`src/rtl/hsv_core_commit_select.sv`:
```
// rtl/hsv_core_commit_select.sv - N-channel in-order commit selector with flush handshake
//
// Purpose: accepts the single unit result whose token equals the next expected
// token, registers it toward commit, counts retired results and flags
// duplicate-token collisions.
//
// Ports:
//   clk_core, rst_core_n       core clock, asynchronous active-low reset
//   flush_req / flush_ack      flush request in, registered acknowledge out
//   unit_valid_i/unit_ready_o  per-unit result handshake
//   unit_token_i, unit_data_i  per-unit token and payload, unit i at slice i
//   out_valid_o / out_ready_i  registered commit handshake
//   out_data_o, out_unit_o     held payload and one-hot source unit
//   token_o                    next expected token
//   retired_o                  count of completed output handshakes
//   err_dup_o                  sticky duplicate-token flag
module hsv_core_commit_select #(
   parameter int NUM_UNITS = 5,
   parameter int DATA_W    = 64,
   parameter int TOKEN_W   = 3,
   parameter int CNT_W     = 64
) (
   input  logic                          clk_core,
   input  logic                          rst_core_n,
   input  logic                          flush_req,
   output logic                          flush_ack,
   input  logic [NUM_UNITS-1:0]          unit_valid_i,
   output logic [NUM_UNITS-1:0]          unit_ready_o,
   input  logic [NUM_UNITS*TOKEN_W-1:0]  unit_token_i,
   input  logic [NUM_UNITS*DATA_W-1:0]   unit_data_i,
   output logic                          out_valid_o,
   input  logic                          out_ready_i,
   output logic [DATA_W-1:0]             out_data_o,
   output logic [NUM_UNITS-1:0]          out_unit_o,
   output logic [TOKEN_W-1:0]            token_o,
   output logic [CNT_W-1:0]              retired_o,
   output logic                          err_dup_o
);

   typedef enum logic {ST_RUN = 1'b0, ST_FLUSH = 1'b1} state_t;

   state_t                r_state;
   state_t                w_state_nxt;

   logic                  r_out_valid;
   logic [DATA_W-1:0]     r_out_data;
   logic [NUM_UNITS-1:0]  r_out_unit;
   logic [TOKEN_W-1:0]    r_token;
   logic [CNT_W-1:0]      r_retired;
   logic                  r_err_dup;

   logic [NUM_UNITS-1:0]  w_match;
   logic [NUM_UNITS-1:0]  w_sel;
   logic [DATA_W-1:0]     w_sel_data;
   logic                  w_can_load;
   logic                  w_accept;
   logic                  w_out_hs;
   logic                  w_multi;

   always_comb begin
      w_match = '0;
      for (int i = 0; i < NUM_UNITS; i++) begin
         w_match[i] = unit_valid_i[i] && (unit_token_i[i*TOKEN_W +: TOKEN_W] == r_token);
      end
   end

   // Two's-complement trick isolates the lowest set bit of the match vector.
   assign w_sel   = w_match & (~w_match + NUM_UNITS'(1));
   // Clearing the lowest set bit leaves something only if two or more matched.
   assign w_multi = |(w_match & (w_match - NUM_UNITS'(1)));

   always_comb begin
      w_sel_data = '0;
      for (int i = 0; i < NUM_UNITS; i++) begin
         w_sel_data = w_sel_data | ({DATA_W{w_sel[i]}} & unit_data_i[i*DATA_W +: DATA_W]);
      end
   end

   assign w_can_load   = !flush_req && (!r_out_valid || out_ready_i);
   assign unit_ready_o = {NUM_UNITS{w_can_load}} & w_sel;
   assign w_accept     = |unit_ready_o;
   assign w_out_hs     = r_out_valid && out_ready_i;

   // FSM: state register
   always_ff @(posedge clk_core or negedge rst_core_n) begin
      if (!rst_core_n) begin
         r_state <= ST_RUN;
      end else begin
         r_state <= w_state_nxt;
      end
   end

   // FSM: next state
   always_comb begin
      w_state_nxt = r_state;
      case (r_state)
         ST_RUN:   if (flush_req)  w_state_nxt = ST_FLUSH;
         ST_FLUSH: if (!flush_req) w_state_nxt = ST_RUN;
         default:  w_state_nxt = ST_RUN;
      endcase
   end

   // FSM: outputs (decoded straight from the state flop, so flush_ack is registered)
   always_comb begin
      flush_ack = (r_state == ST_FLUSH);
   end

   // A handshake in the flush-request cycle still counts: the downstream side
   // already consumed the value, only the register contents are discarded.
   always_ff @(posedge clk_core or negedge rst_core_n) begin
      if (!rst_core_n) begin
         r_out_valid <= 1'b0;
         r_out_data  <= '0;
         r_out_unit  <= '0;
         r_token     <= '0;
         r_retired   <= '0;
         r_err_dup   <= 1'b0;
      end else begin
         if (w_out_hs) begin
            r_retired <= r_retired + CNT_W'(1);
         end
         if (w_multi && w_can_load) begin
            r_err_dup <= 1'b1;
         end
         if (flush_req) begin
            r_out_valid <= 1'b0;
            r_token     <= '0;
         end else if (w_accept) begin
            r_out_valid <= 1'b1;
            r_out_data  <= w_sel_data;
            r_out_unit  <= w_sel;
            r_token     <= r_token + TOKEN_W'(1);
         end else if (w_out_hs) begin
            r_out_valid <= 1'b0;
         end
      end
   end

   assign out_valid_o = r_out_valid;
   assign out_data_o  = r_out_data;
   assign out_unit_o  = r_out_unit;
   assign token_o     = r_token;
   assign retired_o   = r_retired;
   assign err_dup_o   = r_err_dup;

endmodule
```
`config.mk`:
```
export PLATFORM = sky130hd
export DESIGN_NAME = hsv_core_commit_select
export DESIGN_NICKNAME = d
export VERILOG_FILES = /design/src/rtl/hsv_core_commit_select.sv
export SDC_FILE = /design/constraint.sdc
export NUM_CORES = 1
export LEC_CHECK = 0
export CAP_MARGIN = 20
export CORE_AREA = 2 2 188 190
export DETAILED_ROUTE_END_ITERATION = 6
export DIE_AREA = 0 0 190 192
export GPL_TIMING_DRIVEN = 0
export PLACE_DENSITY_LB_ADDON = 0.08
export SLEW_MARGIN = 20
export SYNTH_ARGS = -nofsm -noshare
export SYNTH_HDL_FRONTEND = slang
export SYNTH_SLANG_ARGS = --single-unit
```
`constraint.sdc`:
```
create_clock -name clk_core -period 2.5 [get_ports clk_core]
set_input_delay 0.5 -clock clk_core [delete_from_list [all_inputs] [get_ports clk_core]]
set_output_delay 0.5 -clock clk_core [all_outputs]
set_load 0.05 [all_outputs]
```
==> results.yml <==
clock_network:
  clk_latency_ns: 0.43
  cts_max_level: 4
  ctsLongestPathBuffers: 2
  cts.clk_slew.worst_paths_ns: 0.07
  numCtsBuffers: 17
  postCtsHoldBufs: 0
  cts_tree: "built"
  clock-sinks: 139
  clock-root-buffer: "clkbuf_16"
logic_synthesis:
  seq_area_frac_synth_pct: 43.1
  synth_cells: 882
  synth_area_leaders: "dfrtp_1, xnor2_1, nand2_1"
  synth_top_area_share_pct: 43.1
  ys_seq_elements: 139
  synth_ff_type: "dfrtp_1"
  synth.distinct_cells: 47
  syn_area_um2: 8070
  synth_top_area_cell: "dfrtp_1"
  synth_edf_count: 0
  synth_warnings: 0
  syn-num-nets: 1228
  async_flop_share_pct: 100
  syn_area_per_cell_um2: 9.15
pwr:
  vdd_drop_max_uv: 464
  power_frac_comb_pct: 53.6
  clkPwrFrac_pct: 21.1
  p_switching_mw: 5.36
  power_density_nw_per_um2: 804
  p_leak_nw: 6.32
  p_seq_share_pct: 25.4
  fin_total_pwr_mw: 12.3
  intPower_mw: 6.99
  switching_share_pct: 43.4
timing:
  worst_pin_slew_ns: 0.814
  max_freq_mhz: 346
  finalWorstSetupSlack_ns: -0.394
  final-hold-violation-count: 0
  rsz0062_at_grt: "yes"
  fin_skew_ns: 0.0101
  fin_crit_sh_pct: 116
  setup_violations: 75
  finalCriticalPeriod_ns: 2.89
  slew_violations: 0
  timing.hold.ws_ns: 0.00360
  relSlewSlack_pct: 45.8
cells_and_area:
  drive_above_1_share_pct: 13.7
  multi_input_area_um2: 4460
  regArea_um2: 3490
  nFillCells: 3422
  area_delta_synth_final_pct: 90.5
  nets: 1789
setup_path:
  cp-start-kind: "flip-flop"
  crit_chain: "xor2_2 > or4b_1 > buf_6 > and2_4 > buf_8 > nor3b_4 > buf_6"
  path_class: "reg2out"
  critical-path-top-delay-family: "simple AND/OR/NAND/NOR gates"
  max_stage_delay_ns: 0.53
  worst-path-max-fanout: 7
  required_ns: 2.00
  cp-end-kind: "primary output"
  critPathArrivalTime_ns: 2.39
  crit_path_frequent_cell: "buf_6"
  cpMaxStageDelayCell: "dfrtp_2"
  worst-path-buf-inv: 3
  rrSetupSlack_ns: -0.20
grt:
  antenna_found_initial: 3
  grtUsageTotal_pct: 23.3
  grt_start_max_net_pins: 77
  first_global_vias: 9742
  grt_pass1_wl_um: 62000
  grt.overflow.total: 0
drt:
  drt_first_pass_iters: 5
  drt_iter0_drc: 333
  ant_nets: 0
  wl_um: 44300
  wl_per_cell_um: 23.2
  drc_errors: 0
  vias: 9455
  vias_per_cell: 4.94
placement:
  io_buffers: 487
  dp_hpwl_um: 34100
  gp_congestion: 0.910
  dpl_worst_slack_ns: -1.61
floorplanning:
  core_um2: 34300
  die_w_um: 190
  die_h_um: 192
  die-area_um2: 36500
  core.rowCount: 68
  ios: 488
  start_util_pct: 23.5
run_status:
  violations: "setup timing"
  status: "finished with violations"
min_path:
  hp-class: "in2async"
flow_run:
  drv_cap: 0
-- cell usage in the layout (no fill, tap or decap), drive strengths merged, types with 33 or more instances in the layout --
cell           synthesis  layout
clkdlybuf4s50          0     476
and3                  33      33
nor2                  49      49
nand2b                33      33
o21ai                 67      67
nand2                 88      88
clkbuf                53      66
xnor2                 47      47
a21oi                 36      36
xor2                  33      33
nand3                 49      49
buf                   26      92
dfrtp                139     139
-- power by group through the flow --
stage,registers [mW],clock network (mW),logic [mW]
3_5_place_dp,3.13,0,5.95
5_1_grt,3.21,2.76,6.94
4_1_cts,3.13,2.67,6.27
6_report,3.13,2.60,6.61
3_3_place_gp,3.12,0,5.95
2_1_floorplan,4.92,0,1.57
-- synthesized netlist by cell type (4+ instances only) --
master / instances
buf_2: 8
nand4_1: 14
nor3_1: 18
a221oi_1: 23
a22oi_1: 30
and3_1: 33
a21oi_1: 36
clkbuf_1: 53
xor2_1: 33
a32oi_1: 30
buf_1: 9
a221o_1: 30
inv_1: 11
or2_2: 4
o22a_1: 23
a311oi_1: 11
and4_1: 6
nand2b_1: 33
nand2_1: 88
nor2_1: 49
o21ai_0: 15
nand3_1: 49
dfrtp_1: 139
buf_6: 6
o21ai_1: 51
xnor2_1: 47
a21o_1: 6
-- flip-flops by register name (all words and copies together) (netlist names) --
signal / cells
token_o: 3
out_valid_o: 1
retired_o: 64
flush_ack: 1
err_dup_o: 1
out_data_o: 64
out_unit_o: 5
-- per-stage QoR --
step                      TNS (ns)  cell area, um^2  util [%]  std cells
after floorplan             -0.648             8140         -        882
after global placement     -874.11            13600      39.6       1824
after detailed placement   -101.96            13600      39.7       1825
after CTS                    -3.37            14800      43.1       1876
after global routing        -17.27            15400      44.8       1913
final                       -11.43            15400      44.8       1913
-- what timing repair did --
item,in CTS,in global routing
buffers inserted,26,33
pin swaps,35,20
resized for setup,144,75
cloned,2,7
hold endpoints to repair,0,0
setup endpoints to repair,107,82
-- metal layers --
layer	part of all wire (%)	track usage (%)
met3	6.9	6.12
met4	2.6	8.83
met2	52	42.0
met1	39	26.3
met5	0.034	0
-- worst paths after layout --
kind,startpoint,to,cells past startpoint
worst max-delay path,token_o[1]$_DFFE_PN0P_,unit_ready_o[4],7
min in group clk_core,out_unit_o[1]$_DFFE_PN0P_,out_unit_o[1]$_DFFE_PN0P_,1
worst max register to register,token_o[1]$_DFFE_PN0P_,out_data_o[27]$_DFFE_PN0P_,13
worst min register to register,out_unit_o[1]$_DFFE_PN0P_,out_unit_o[1]$_DFFE_PN0P_,1
max in group asynchronous,rst_core_n,retired_o[28]$_DFFE_PN0P_,2
worst min-delay path,rst_core_n,retired_o[18]$_DFFE_PN0P_,1
-- final cells by class --
class / count / area share, %
diodes: 2 / 0.0326
repair buffers: 555 / 37.0
clock inverters: 13 / 0.920
flip-flops and latches: 139 / 22.7
multi-input cells: 653 / 29.0
well taps: 455 / 3.70
plain buffers: 66 / 3.51
clock buffers: 19 / 2.88
inverters: 11 / 0.269
-- logic make-up (layout without fill, tap and decap cells) --
| group | after synthesis | count (layout) | share of synthesized area, % |
|---|---|---|---|
| AND/OR/NAND/NOR | 312 | 312 | 19.5 |
| AO/OA/AOI/OAI | 258 | 258 | 23.3 |
| flip-flops | 139 | 139 | 43.1 |
| buffers and inverters | 90 | 664 | 5.01 |
| XOR/XNOR | 80 | 80 | 8.68 |
| adder cells (fa/ha/maj) | 2 | 2 | 0.310 |
| multiplexers | 1 | 1 | 0.140 |
| other | 0 | 2 | 0 |
Power figures use the tool's default switching activity.
